## src/rtl/rattlesnake_mem_responder_pkg.sv

```systemverilog
// Shared widths and FSM encodings for the memory responder.
package rattlesnake_mem_responder_pkg;

  localparam int MEM_ADDR_BITS = 4;
  localparam int XLEN          = 32;
  localparam int XLEN_BYTES    = XLEN / 8;

  // One-hot so a corrupted state register is detectable and falls back to clear.
  typedef enum logic [1:0] {
    MEM_RSP_S_CLEAR = 2'b01,
    MEM_RSP_S_READY = 2'b10
  } mem_rsp_state_e;

endpackage

```

## src/rtl/rattlesnake_mem_bank.sv

```systemverilog
// One byte lane of the responder RAM: single port, read-before-write,
// registered output that holds between reads and clears on reset.
module rattlesnake_mem_bank #(
  parameter int ADDR_BITS = 4
) (
  input  logic                 clk,
  input  logic                 rst_n,
  input  logic                 srst,
  input  logic [ADDR_BITS-1:0] addr,
  input  logic [7:0]           din,
  input  logic                 we,
  input  logic                 re,
  output logic [7:0]           dout
);
  localparam int DEPTH = 1 << ADDR_BITS;

  logic [7:0] mem_q [DEPTH];
  logic [7:0] dout_q, dout_d;

  // Output register loads only on a read; the read sees the pre-write word.
  always_comb begin
    dout_d = dout_q;
    if (srst)    dout_d = 8'h00;
    else if (re) dout_d = mem_q[addr];
  end

  // Read data register.
  always_ff @(posedge clk or negedge rst_n) begin
    if (!rst_n) dout_q <= 8'h00;
    else        dout_q <= dout_d;
  end

  // Storage array; no reset, contents are owned by the clear FSM in the top.
  always_ff @(posedge clk) begin
    if (we) mem_q[addr] <= din;
  end

  assign dout = dout_q;

endmodule

```

## src/rtl/rattlesnake_mem_responder.sv

```systemverilog
// Memory-side responder: zero-fills the RAM after reset, then services
// byte-lane writes and 1-cycle-latency reads from the core's memory port.
module rattlesnake_mem_responder
  import rattlesnake_mem_responder_pkg::*;
#(
  parameter int                   ADDR_BITS      = MEM_ADDR_BITS,
  parameter int                   DATA_BITS      = XLEN,
  parameter bit                   CLEAR_ON_RESET = 1'b1,
  parameter logic [DATA_BITS-1:0] CLEAR_VALUE    = '0
) (
  input  logic                   clk,
  input  logic                   reset_n,
  input  logic                   sync_reset,
  input  logic [ADDR_BITS-1:0]   mem_addr,
  input  logic                   mem_read_en,
  input  logic [DATA_BITS/8-1:0] mem_write_en,
  input  logic [DATA_BITS-1:0]   mem_write_data,
  output logic [DATA_BITS-1:0]   mem_read_data,
  output logic                   init_done,
  output logic                   req_during_init
);
  localparam int NUM_LANES = DATA_BITS / 8;
  localparam mem_rsp_state_e RST_STATE =
    CLEAR_ON_RESET ? MEM_RSP_S_CLEAR : MEM_RSP_S_READY;

  mem_rsp_state_e       state_q, state_d;
  logic [ADDR_BITS-1:0] clr_cnt_q, clr_cnt_d;
  logic                 init_done_q, init_done_d;
  logic                 req_flag_q, req_flag_d;
  logic                 host_req;

  logic [ADDR_BITS-1:0]             bank_addr;
  logic [NUM_LANES-1:0][7:0]        bank_din;
  logic [NUM_LANES-1:0][7:0]        bank_dout;
  logic [NUM_LANES-1:0]             bank_we;
  logic                             bank_re;

  assign host_req = mem_read_en | (|mem_write_en);

  // State register, clear counter and status flags.
  always_ff @(posedge clk or negedge reset_n) begin
    if (!reset_n) begin
      state_q     <= RST_STATE;
      clr_cnt_q   <= '0;
      init_done_q <= 1'b0;
      req_flag_q  <= 1'b0;
    end else begin
      state_q     <= state_d;
      clr_cnt_q   <= clr_cnt_d;
      init_done_q <= init_done_d;
      req_flag_q  <= req_flag_d;
    end
  end

  // Next state: clear walks every address once, then stays ready until reset.
  always_comb begin
    state_d     = state_q;
    clr_cnt_d   = clr_cnt_q;
    init_done_d = init_done_q;
    req_flag_d  = req_flag_q;
    if (sync_reset) begin
      state_d     = RST_STATE;
      clr_cnt_d   = '0;
      init_done_d = 1'b0;
      req_flag_d  = 1'b0;
    end else begin
      case (state_q)
        MEM_RSP_S_CLEAR: begin
          clr_cnt_d  = clr_cnt_q + 1'b1;  // wraps to 0 exactly on the exit edge
          req_flag_d = req_flag_q | host_req;
          if (clr_cnt_q == '1) state_d = MEM_RSP_S_READY;
        end
        MEM_RSP_S_READY: state_d = MEM_RSP_S_READY;
        default: begin
          state_d   = MEM_RSP_S_CLEAR;
          clr_cnt_d = '0;
        end
      endcase
      init_done_d = (state_d == MEM_RSP_S_READY);
    end
  end

  // RAM port mux: clear pattern at the counter, or the host request.
  always_comb begin
    bank_addr = mem_addr;
    bank_din  = mem_write_data;
    bank_we   = '0;
    bank_re   = 1'b0;
    if (!sync_reset) begin
      case (state_q)
        MEM_RSP_S_CLEAR: begin
          bank_addr = clr_cnt_q;
          bank_din  = CLEAR_VALUE;
          bank_we   = '1;
        end
        MEM_RSP_S_READY: begin
          bank_we = mem_write_en;
          bank_re = mem_read_en;
        end
        default: ;
      endcase
    end
  end

  for (genvar g = 0; g < NUM_LANES; g++) begin : g_lane
    rattlesnake_mem_bank #(.ADDR_BITS(ADDR_BITS)) u_bank (
      .clk   (clk),
      .rst_n (reset_n),
      .srst  (sync_reset),
      .addr  (bank_addr),
      .din   (bank_din[g]),
      .we    (bank_we[g]),
      .re    (bank_re),
      .dout  (bank_dout[g])
    );
  end

  assign mem_read_data   = bank_dout;
  assign init_done       = init_done_q;
  assign req_during_init = req_flag_q;

endmodule

```

## config.mk

```make
export PLATFORM = sky130hd
export DESIGN_NAME = rattlesnake_mem_responder
export DESIGN_NICKNAME = d
export VERILOG_FILES = /design/src/rtl/rattlesnake_mem_responder_pkg.sv /design/src/rtl/rattlesnake_mem_bank.sv /design/src/rtl/rattlesnake_mem_responder.sv
export SDC_FILE = /design/constraint.sdc
export NUM_CORES = 1
export LEC_CHECK = 0
export BUFFER_PORTS_ARGS = -buffer_cell sky130_fd_sc_hd__buf_4
export CAP_MARGIN = 20
export CORE_ASPECT_RATIO = 1.4
export CORE_MARGIN = 2
export CORE_UTILIZATION = 50
export CTS_BUF_LIST = sky130_fd_sc_hd__clkbuf_8 sky130_fd_sc_hd__clkbuf_16
export DETAILED_ROUTE_END_ITERATION = 6
export GPL_TIMING_DRIVEN = 0
export HOLD_SLACK_MARGIN = 0.02
export PLACE_DENSITY = 0.69
export SLEW_MARGIN = 10
export SYNTH_ARGS = -nofsm -noshare
export SYNTH_HDL_FRONTEND = slang
export SYNTH_SLANG_ARGS = --single-unit
```

## constraint.sdc

```tcl
create_clock -name clk -period 2.4 [get_ports clk]
set_input_delay 0.12 -clock clk [delete_from_list [all_inputs] [get_ports clk]]
set_output_delay 0.12 -clock clk [all_outputs]
set_load 0.05 [all_outputs]
```

-- Word-level counts from Yosys, hierarchy flattened
Memory sizes are Yosys's and may differ from the RTL's.
Cells that the tools add are included.
Widths: inputs -> output; s select.
- bits in registers: 40
- memory bits (writable): 512
- output and inout port bits: 34
- word-level logic and storage cells: 56
- memories: 4
- add/subtract/negate cells: 1
- eq/ne operators: 5
- muxes and demuxes: 33
- bitwise gates (word level): 2
- reductions and logical operators: 3
- memory list (memory ; depth ; width ; rd ports ; clocked after Yosys merged registers in ; write ports ; RTL line ; source):
    g_lane[0].u_bank.mem_q ; 16 ; 8 ; 1 ; 0 ; 1 ; rattlesnake_mem_bank.sv:17 ; logic [7:0] mem_q [DEPTH];
    g_lane[1].u_bank.mem_q ; 16 ; 8 ; 1 ; 0 ; 1 ; rattlesnake_mem_bank.sv:17 ;
    g_lane[2].u_bank.mem_q ; 16 ; 8 ; 1 ; 0 ; 1 ; rattlesnake_mem_bank.sv:17 ;
    g_lane[3].u_bank.mem_q ; 16 ; 8 ; 1 ; 0 ; 1 ; rattlesnake_mem_bank.sv:17 ;
- operators by type and width (operator ; count):
    $mux 32 ; 2
    $mux 8 ; 8
    $mux 4 ; 4
    $pmux 4 s2 ; 2
    $mux 1 ; 13
    $mux 2 ; 3
    $add 4x1->4 const B ; 1
    $eq 2x2->1 const B ; 2
    $eq 4x4->1 const B ; 1
    $pmux 2 s2 ; 1
    $reduce_bool 2->1 ; 2
    $reduce_or 4->1 ; 1
    $eq 2x1->1 const B ; 1
    $ne 2x2->1 const B ; 1
    $or 1x1->1 ; 2

-- Longest topological paths before layout
Gate-level depths: netlist of run 1.
- depth after elaboration: 6
- depth in mapped cells: 12

-- By module
A second synthesis of run 1 with hierarchy kept.
- cell total of the unflattened synthesis: 1369
- area, all modules: 22622.9 µm²
- by module, submodules not included (module ; instances ; cells an instance ; area an instance (µm²) ; sequential area each (µm²)):
    rattlesnake_mem_bank ; 4 ; 318 ; 5456.5 ; 4043.9
    rattlesnake_mem_responder ; 1 ; 97 ; 797.0 ; 201.4

-- Worst setup path before layout of run 1
No wires, ideal clock.
- path type: register -> register
- start: reg state_q[0]
- end: mem g_lane[2].u_bank.mem_q[10][0] (enable)
- library setup time: 370 ps
- data arrival time: 2110 ps
- required time: 2030 ps
- path slack: -80 ps
- cell stages (with the launch flop): 9
- buffers on the path: 3
- clock period less this slack: 2480 ps
- cell sequence: dfstp_2 -> ha_1 -> nand2b_1 -> buf_4 -> o21ai_0 -> clkbuf_1 -> clkbuf_1 -> nand2_1 -> nor2_1
- longest elaborated chain between the ends: 5
- elaborated cells on any way between the ends: 8
- classes of those cells: 2 x eq/ne; 6 x mux
- RTL lines (item ; RTL line ; source):
    from (decl) ; rattlesnake_mem_responder.sv:26 ; mem_rsp_state_e state_q, state_d;
    from (signal assigned) ; rattlesnake_mem_responder.sv:48 ; state_q <= state_d;
    $eq 2x2->1 / $eq 2x1->1 (equally long branches) ; rattlesnake_mem_responder.sv:90 ; case (state_q)
    $pmux 4 s2 ; rattlesnake_mem_responder.sv:90 ;
    $mux 4 ; rattlesnake_mem_responder.sv:89 ; if (!sync_reset) begin
    $mux 1 ; rattlesnake_mem_bank.sv:35 ; if (we) mem_q[addr] <= din;
    $mux 1 (not written as such) ; rattlesnake_mem_bank.sv:35 ;
    to (decl) ; rattlesnake_mem_bank.sv:17 ;
Parallel ways exist; a longest one is shown, timed or not.

-- Worst setup path after layout of run 1
- start: reg state_q[0]
- end: reg g_lane[1].u_bank.dout_q[7]
- longest elaborated chain between the ends: 6
- elaborated cells on any way between the ends: 10
- classes of those cells: 2 x eq/ne; 6 x mux; 1 x reduce/logical; 1 x memory
- RTL lines (item ; RTL line ; source):
    $eq 2x1->1 ; rattlesnake_mem_responder.sv:90 ;
    $mux 4 ; rattlesnake_mem_responder.sv:90 ;
    $mux 4 ; rattlesnake_mem_responder.sv:89 ;
    $mem_v2 16x8 ; n/a ;
    $mux 8 ; rattlesnake_mem_bank.sv:24 ; else if (re) dout_d = mem_q[addr];
    $mux 8 ; rattlesnake_mem_bank.sv:23 ; if (srst) dout_d = 8'h00;
    to (signal assigned) ; rattlesnake_mem_bank.sv:30 ; else dout_q <= dout_d;
    to (decl) ; rattlesnake_mem_bank.sv:18 ; logic [7:0] dout_q, dout_d;
Parallel ways exist; a longest one is shown, timed or not. The select of a mux whose other input is x is not followed.
A chain may end at the register's enable or synchronous reset.

==> metrics.cfg, run 1 <==
[logic_synthesis]
netlist_top_cells_count = edfxtp_1, o22ai_1, o21ai_1
ys_warn_count = 0
synth.distinct_cells = 32
synth_top_area_share = 0.746
yosysTopAreaCell = edfxtp_1
ys_seq_area_frac = 0.795
ys.flop_type = edfxtp_1
syn-num-nets = 1363
syn_avg_cell_area_um2 = 15.7
synth_edf_count = 512
synth_most_common_cell = edfxtp_1
ys_top_cells_by_area = edfxtp_1, o22ai_1, dfrtp_1
netlist_area_um2 = 20600
async_flop_share = 0.0725
ys_ff_latch = 552
synthCells = 1316

[power_and_ir_drop]
vdd_ir_drop_max_mv = 0.544
power_w = 0.0223
p_int_w = 0.0165
p_leak_nw = 9.06
p_comb_frac = 0.147
switching_share = 0.258
p_clk_frac = 0.365
power.switching_w = 0.00576
pwr_density_cell_nw_per_um2 = 840
p_seq_frac = 0.488

[floorplanning]
core_area_um2 = 41000
ioPinCount = 78
row_count = 88
fp.dieH_um = 244
initial_core_util = 0.503
die_area_um2 = 42900
dieWidth_um = 176

[cts]
clock_path_buffers = 3
cts_htree_levels = 2
numCtsBuffers = 48
tritoncts = yes
clk_pin_slew_worst_paths_ns = 0.08
insertion_delay_ns = 0.59
root_buffer = clkbuf_16
cts_sinks = 552

[placement]
io_buffers = 77
place_ws_ns = -1.68
place_inst = 1933
gp_congestion = 0.964
placed_cell_area_um2 = 21900
dpl.hpwl_um = 38300

[setup_path]
path_class = reg2reg
required_ns = 2.86
worstPathArrival_ns = 3.14
worst_setup_path_end_kind = flop
reg2reg_setup_slack_ns = -0.28
path_max_fanout = 10
start_kind = flop

[layout]
syn_to_final_growth_pct = 28.9
nFillCells = 2647
antenna_cells = 0
layout.nets = 1591
instances_no_fill = 2120
postLayoutCellArea_um2 = 26600
drive_gt1_frac = 0.318

[flow_run]
drv_cap = 0

[global_route]
antenna_found_initial = 2
grt_pass1_vias = 14143
gr-total-overflow = 0
grt_max_degree = 41
grt_pass1_wl_um = 96600
track_usage = 0.319

[routing]
drtIter0Drc = 2378
antenna_left = 0
drcViolationCount = 0
wl_um = 70800
drtPass1Iterations = 5
post_drt_via_cell_ratio = 6.78
wl_per_cell_um = 33.4
vias = 14370

[sta]
hold_violations = 0
relSlewSlack = 0.536
final_max_slew_viol_count = 0
fin_tns_setup_ns = -1.33
fin_ws_ns = -0.278
fmax_mhz = 373
finClkSkew_ns = 0.0217
period_share = 1.12
finalSetupViolations = 44
tightest_slew_ns = 0.697
post-route-min-period_ns = 2.68
rsz0062_at_grt = yes

[outcome]
outcome = complete, but fails checks
violations = setup timing

[hold_path]
hp-class = in2reg

logic make-up (layout without fill, tap and decap cells):
| kind of cell | after synthesis | in the layout | synth area share |
|---|---|---|---|
| and+or+nand+nor | 225 | 225 | 0.0518 |
| DFF | 552 | 552 | 0.795 |
| buffers and inverters | 95 | 359 | 0.0257 |
| muxes | 7 | 7 | 0.00480 |
| adders and majority gates | 3 | 3 | 0.00182 |
| AOI/OAI and AO/OA | 434 | 434 | 0.121 |
cell usage in the layout (no fill, tap or decap), types with 14 or more instances in the layout:
master and count:
and2_2 23, buf_12 75, buf_4 118, buf_6 19, clkbuf_16 51, clkbuf_2 15, dfrtp_1 39, edfxtp_1 512
nand2_1 44, nand2_4 14, nand4_1 32, nor2_4 60, o21ai_1 146, o22ai_1 228, o22ai_2 24
power groups by stage:
stage	Sequential (W)	Combinational, W	Clock, W
after global routing	0.0109	0.00334	0.00846
after floorplan	0.0111	0.00131	0
after CTS	0.0109	0.00289	0.00797
final	0.0109	0.00328	0.00814
after global placement	0.0111	0.00226	0
after detailed placement	0.0111	0.00230	0
area by class of cell:
class,instances,area [um2],share of cell area
flip-flops and latches,552,16400,0.616
multi-input cells,669,4650,0.175
repair buffers,183,2280,0.0857
clock buffers,53,1280,0.0482
plain buffers,88,965,0.0363
well taps,540,676,0.0254
clock inverters,33,338,0.0127
inverters,2,7.51,0.000283
sequential cells by signal, summed over array words and instances, names as in the netlist:
signal               cells
req_during_init          1
state_q                  2
g_lane.u_bank.mem_q    512
init_done                1
g_lane.u_bank.dout      32
clr_cnt_q                4
stage by stage:
stage / hold WS, ns / util
detailed placement: 0.207 / 0.535
floorplan: -0.176 / -
global placement: 0.210 / 0.535
finish: 0.0537 / 0.649
global route: 0.0917 / 0.649
CTS: 0.0650 / 0.636
timing repair:
action / in CTS / in global routing
pin swaps: 78 / 28
buffers inserted: 78 / 18
hold buffers: 5 / 0
setup endpoints to repair: 1057 / 771
hold endpoints to repair: 42 / 0
cloned: 3 / 2
resized for setup: 293 / 84
layer usage:
layer  GRT usage  up-vias  routed length [um]
li1            -     5711                   -
met1       0.391     7023               23000
met2       0.519     1279               34000
met3      0.0637      355                7990
met4       0.204        2                5750
met5           0        -                  13
worst max-delay path, cell delays in order, from the launching register on:
cell and delay (ns):
dfstp_2 0.56, ha_4 0.15, nand2b_4 0.11, buf_12 0.17
mux2_4 0.27, buf_4 0.31, o22ai_1 0.16, o21ai_0 0.35
nand4_1 0.18, o21ai_1 0.29
path summary, 6_finish.rpt:
check	start	end	cells after the start
min in group asynchronous	reset_n	g_lane[0].u_bank.dout[2]	2
max in group asynchronous	reset_n	g_lane[1].u_bank.dout[5]	2
worst max-delay path	state_q[0]	g_lane[1].u_bank.dout[7]	9
worst max register to register	state_q[0]	g_lane[1].u_bank.dout[7]	9
worst min register to register	g_lane[0].u_bank.dout[2]	g_lane[0].u_bank.dout[2]	2
worst min-delay path	mem_write_data[29]	g_lane[3].u_bank.mem_q[10][5]	2
Note: power is estimated with default switching activity, not from simulation.
==> run 2, diff against run 1 <==
Settings changed: CORE_MARGIN 2 to 10.
==> run 2 against run 1 <==
Net effect: the run still ends with setup timing left; largest cell class unchanged; global-route usage shrank 4.4 points; critical path type unchanged; flip-flop and latch count is the same; via count grew 2.1%; cell count grew 2.0%.
==> metrics.cfg, run 2 (synthesized netlist as in run 1, its figures left out) <==
[outcome]
outcome = complete, but fails checks  ; unchanged
violations = setup timing  ; unchanged

[routing]
post_drt_via_cell_ratio = 6.79  ; was 6.78
drtIter0Drc = 2335  ; was 2378
drcViolationCount = 0  ; unchanged
wl_um = 74900  ; was 70800 um
drtPass1Iterations = 5  ; unchanged
vias = 14678  ; was 14370
antenna_left = 0  ; unchanged
wl_per_cell_um = 34.6  ; was 33.4 um

[layout]
layout.nets = 1636  ; was 1591
multiInputGateArea_um2 = 4980  ; was 4650 um2
syn_to_final_growth_pct = 33.4  ; was 28.9%
drive_gt1_frac = 0.356  ; was 0.318
nFillCells = 2439  ; was 2647
largest_register_ffs = 512  ; unchanged
final_common_cell = edfxtp_1  ; unchanged
ff_latch_area_um2 = 16400  ; unchanged
top_register = g_lane.u_bank.mem_q  ; unchanged
final_cell_mix = edfxtp_1, o22ai_1, o21ai_1, buf_4, buf_12  ; unchanged

[sta]
finalSetupViolations = 423  ; was 44
relSlewSlack = 0.531  ; was 0.536
hold_slack_ns = 0.0503  ; was 0.0537 ns
period_share = 1.11  ; was 1.12
finClkSkew_ns = 0.0225  ; was 0.0217 ns
rsz0062_at_grt = yes  ; unchanged
final_max_slew_viol_count = 0  ; unchanged
fin_ws_ns = -0.255  ; was -0.278 ns
hold_violations = 0  ; unchanged
fmax_mhz = 377  ; was 373 MHz
tightest_slew_ns = 0.704  ; was 0.697 ns
post-route-min-period_ns = 2.66  ; was 2.68 ns

[setup_path]
path_max_fanout = 10  ; unchanged
r2r-end = g_lane[3].u_bank.mem_q[6][2]  ; was g_lane[1].u_bank.dout[7]
worstPathArrival_ns = 2.94  ; was 3.14 ns
worst_setup_path_end_kind = flop  ; unchanged
required_ns = 2.68  ; was 2.86 ns
start_kind = flop  ; unchanged
path_class = reg2reg  ; unchanged
reg2reg_setup_slack_ns = -0.26  ; was -0.28 ns
r2r_cells = 10  ; was 9
r2r-start = state_q[1]  ; was state_q[0]

[placement]
io_buffers = 77  ; unchanged
dpl.hpwl_um = 38900  ; was 38300 um
place_ws_ns = -1.67  ; was -1.68 ns
gp_congestion = 0.946  ; was 0.964

[hold_path]
hp-class = in2reg  ; unchanged
hold_depth = 2  ; unchanged
worst_hold_startpoint = mem_write_data[25]  ; was mem_write_data[29]
whs_endpoint = g_lane[3].u_bank.mem_q[15][1]  ; was g_lane[3].u_bank.mem_q[10][5]

[floorplanning]
initial_core_util = 0.509  ; was 0.503
dieWidth_um = 192  ; was 176 um
core_area_um2 = 40500  ; was 41000 um2
fp.dieH_um = 260  ; was 244 um
row_count = 87  ; was 88
die_area_um2 = 49900  ; was 42900 um2
ioPinCount = 78  ; unchanged

[cts]
cts_sinks = 552  ; unchanged
tritoncts = yes  ; unchanged
cts_htree_levels = 2  ; unchanged
clock_path_buffers = 3  ; unchanged
root_buffer = clkbuf_16  ; unchanged
insertion_delay_ns = 0.59  ; about the same
clk_pin_slew_worst_paths_ns = 0.09  ; was 0.08 ns
numCtsBuffers = 48  ; unchanged

[power_and_ir_drop]
pwr_density_cell_nw_per_um2 = 821  ; was 840 nW/um2
p_leak_nw = 9.47  ; was 9.06 nW
power_w = 0.0226  ; was 0.0223 W
vdd_ir_drop_max_mv = 0.564  ; was 0.544 mV

[flow_run]
drv_cap = 0  ; unchanged

[global_route]
antenna_found_initial = 1  ; was 2
grt_pass1_vias = 14185  ; was 14143
gr-total-overflow = 0  ; unchanged
track_usage = 0.275  ; was 0.319
grt_max_degree = 41  ; unchanged
grt_pass1_wl_um = 98100  ; was 96600 um

## run 2: changes by cell type in the layout (fill, tap and decap cells not counted), moves of 6 or more
cell | previous run | this run
o22ai_1 | 228 | 194
buf_4 | 118 | 141
o22ai_2 | 24 | 52
o22ai_4 | 4 | 10
buf_12 | 75 | 96
o21ai_2 | 11 | 17
clkinv_2 | 11 | 4
inv_1 | 9 | 18
## run 2: worst max-delay path by stage
| stage | from | to | slack, ns | depth (start not counted) |
|---|---|---|---|---|
| 6_report | state_q[1] | g_lane[3].u_bank.mem_q[6][2] | -0.26 | 10 |
| 5_1_grt | state_q[1] | g_lane[3].u_bank.mem_q[6][2] | -0.28 | 10 |
| 4_1_cts | state_q[0] | g_lane[3].u_bank.dout[7] | -0.06 | 11 |
| 3_5_place_dp | state_q[0] | g_lane[0].u_bank.mem_q[0][6] | -1.67 | 8 |
| 3_3_place_gp | state_q[0] | g_lane[1].u_bank.mem_q[9][4] | -1.68 | 8 |
| 2_1_floorplan | state_q[0] | g_lane[2].u_bank.mem_q[10][0] | -0.08 | 8 |
## run 2: critical path: stages (launching register included)
cell      delay (ns)
dfrtp_1         0.35
inv_1           0.08
ha_4            0.18
nand2b_4        0.06
buf_6           0.12
buf_12          0.14
clkbuf_4        0.31
mux2i_4         0.49
nand2_2         0.26
nor2_4          0.19
buf_12          0.16
## run 2: report_power, final
group / switching (W) / internal [W]
clock: 0.00352 / 0.00435
combinational: 0.00235 / 0.00147
sequential: 0.0000892 / 0.0108
total: 0.00595 / 0.0166
## run 2: per-stage QoR
stage	std cells	instance area (um2)	setup TNS (ns)	util
2_1_floorplan	1316	20700	-14.09	-
3_3_place_gp	1927	21900	-964.97	0.541
3_5_place_dp	1927	21900	-988.49	0.541
4_1_cts	2109	26200	-1.27	0.647
5_1_grt	2161	27500	-49.03	0.679
6_report	2162	27500	-36.77	0.679
## run 2: per-layer routing
layer | share of wire | vias to the layer above | global-route usage
met5 | 0.00023 | - | 0
met4 | 0.085 | 2 | 0.161
met3 | 0.13 | 374 | 0.0722
met2 | 0.47 | 1396 | 0.450
met1 | 0.31 | 7113 | 0.321
li1 | - | 5793 | -
## run 2: layout make-up
cell class / count / area share
clock buffers: 56 / 0.0481
plain buffers: 82 / 0.0372
multi-input cells: 669 / 0.181
clock inverters: 32 / 0.00883
flip-flops and latches: 552 / 0.596
diodes: 1 / 0.0000910
inverters: 2 / 0.000273
repair buffers: 234 / 0.104
well taps: 534 / 0.0243
## run 2: timing repair
action,4_1_cts,5_1_grt
pin swaps,87,68
endpoints found under the hold margin,43,0
gates resized for setup,318,158
endpoints found under the setup margin,1009,925
gates cloned,2,5
buffers inserted,91,54
hold buffers,5,0
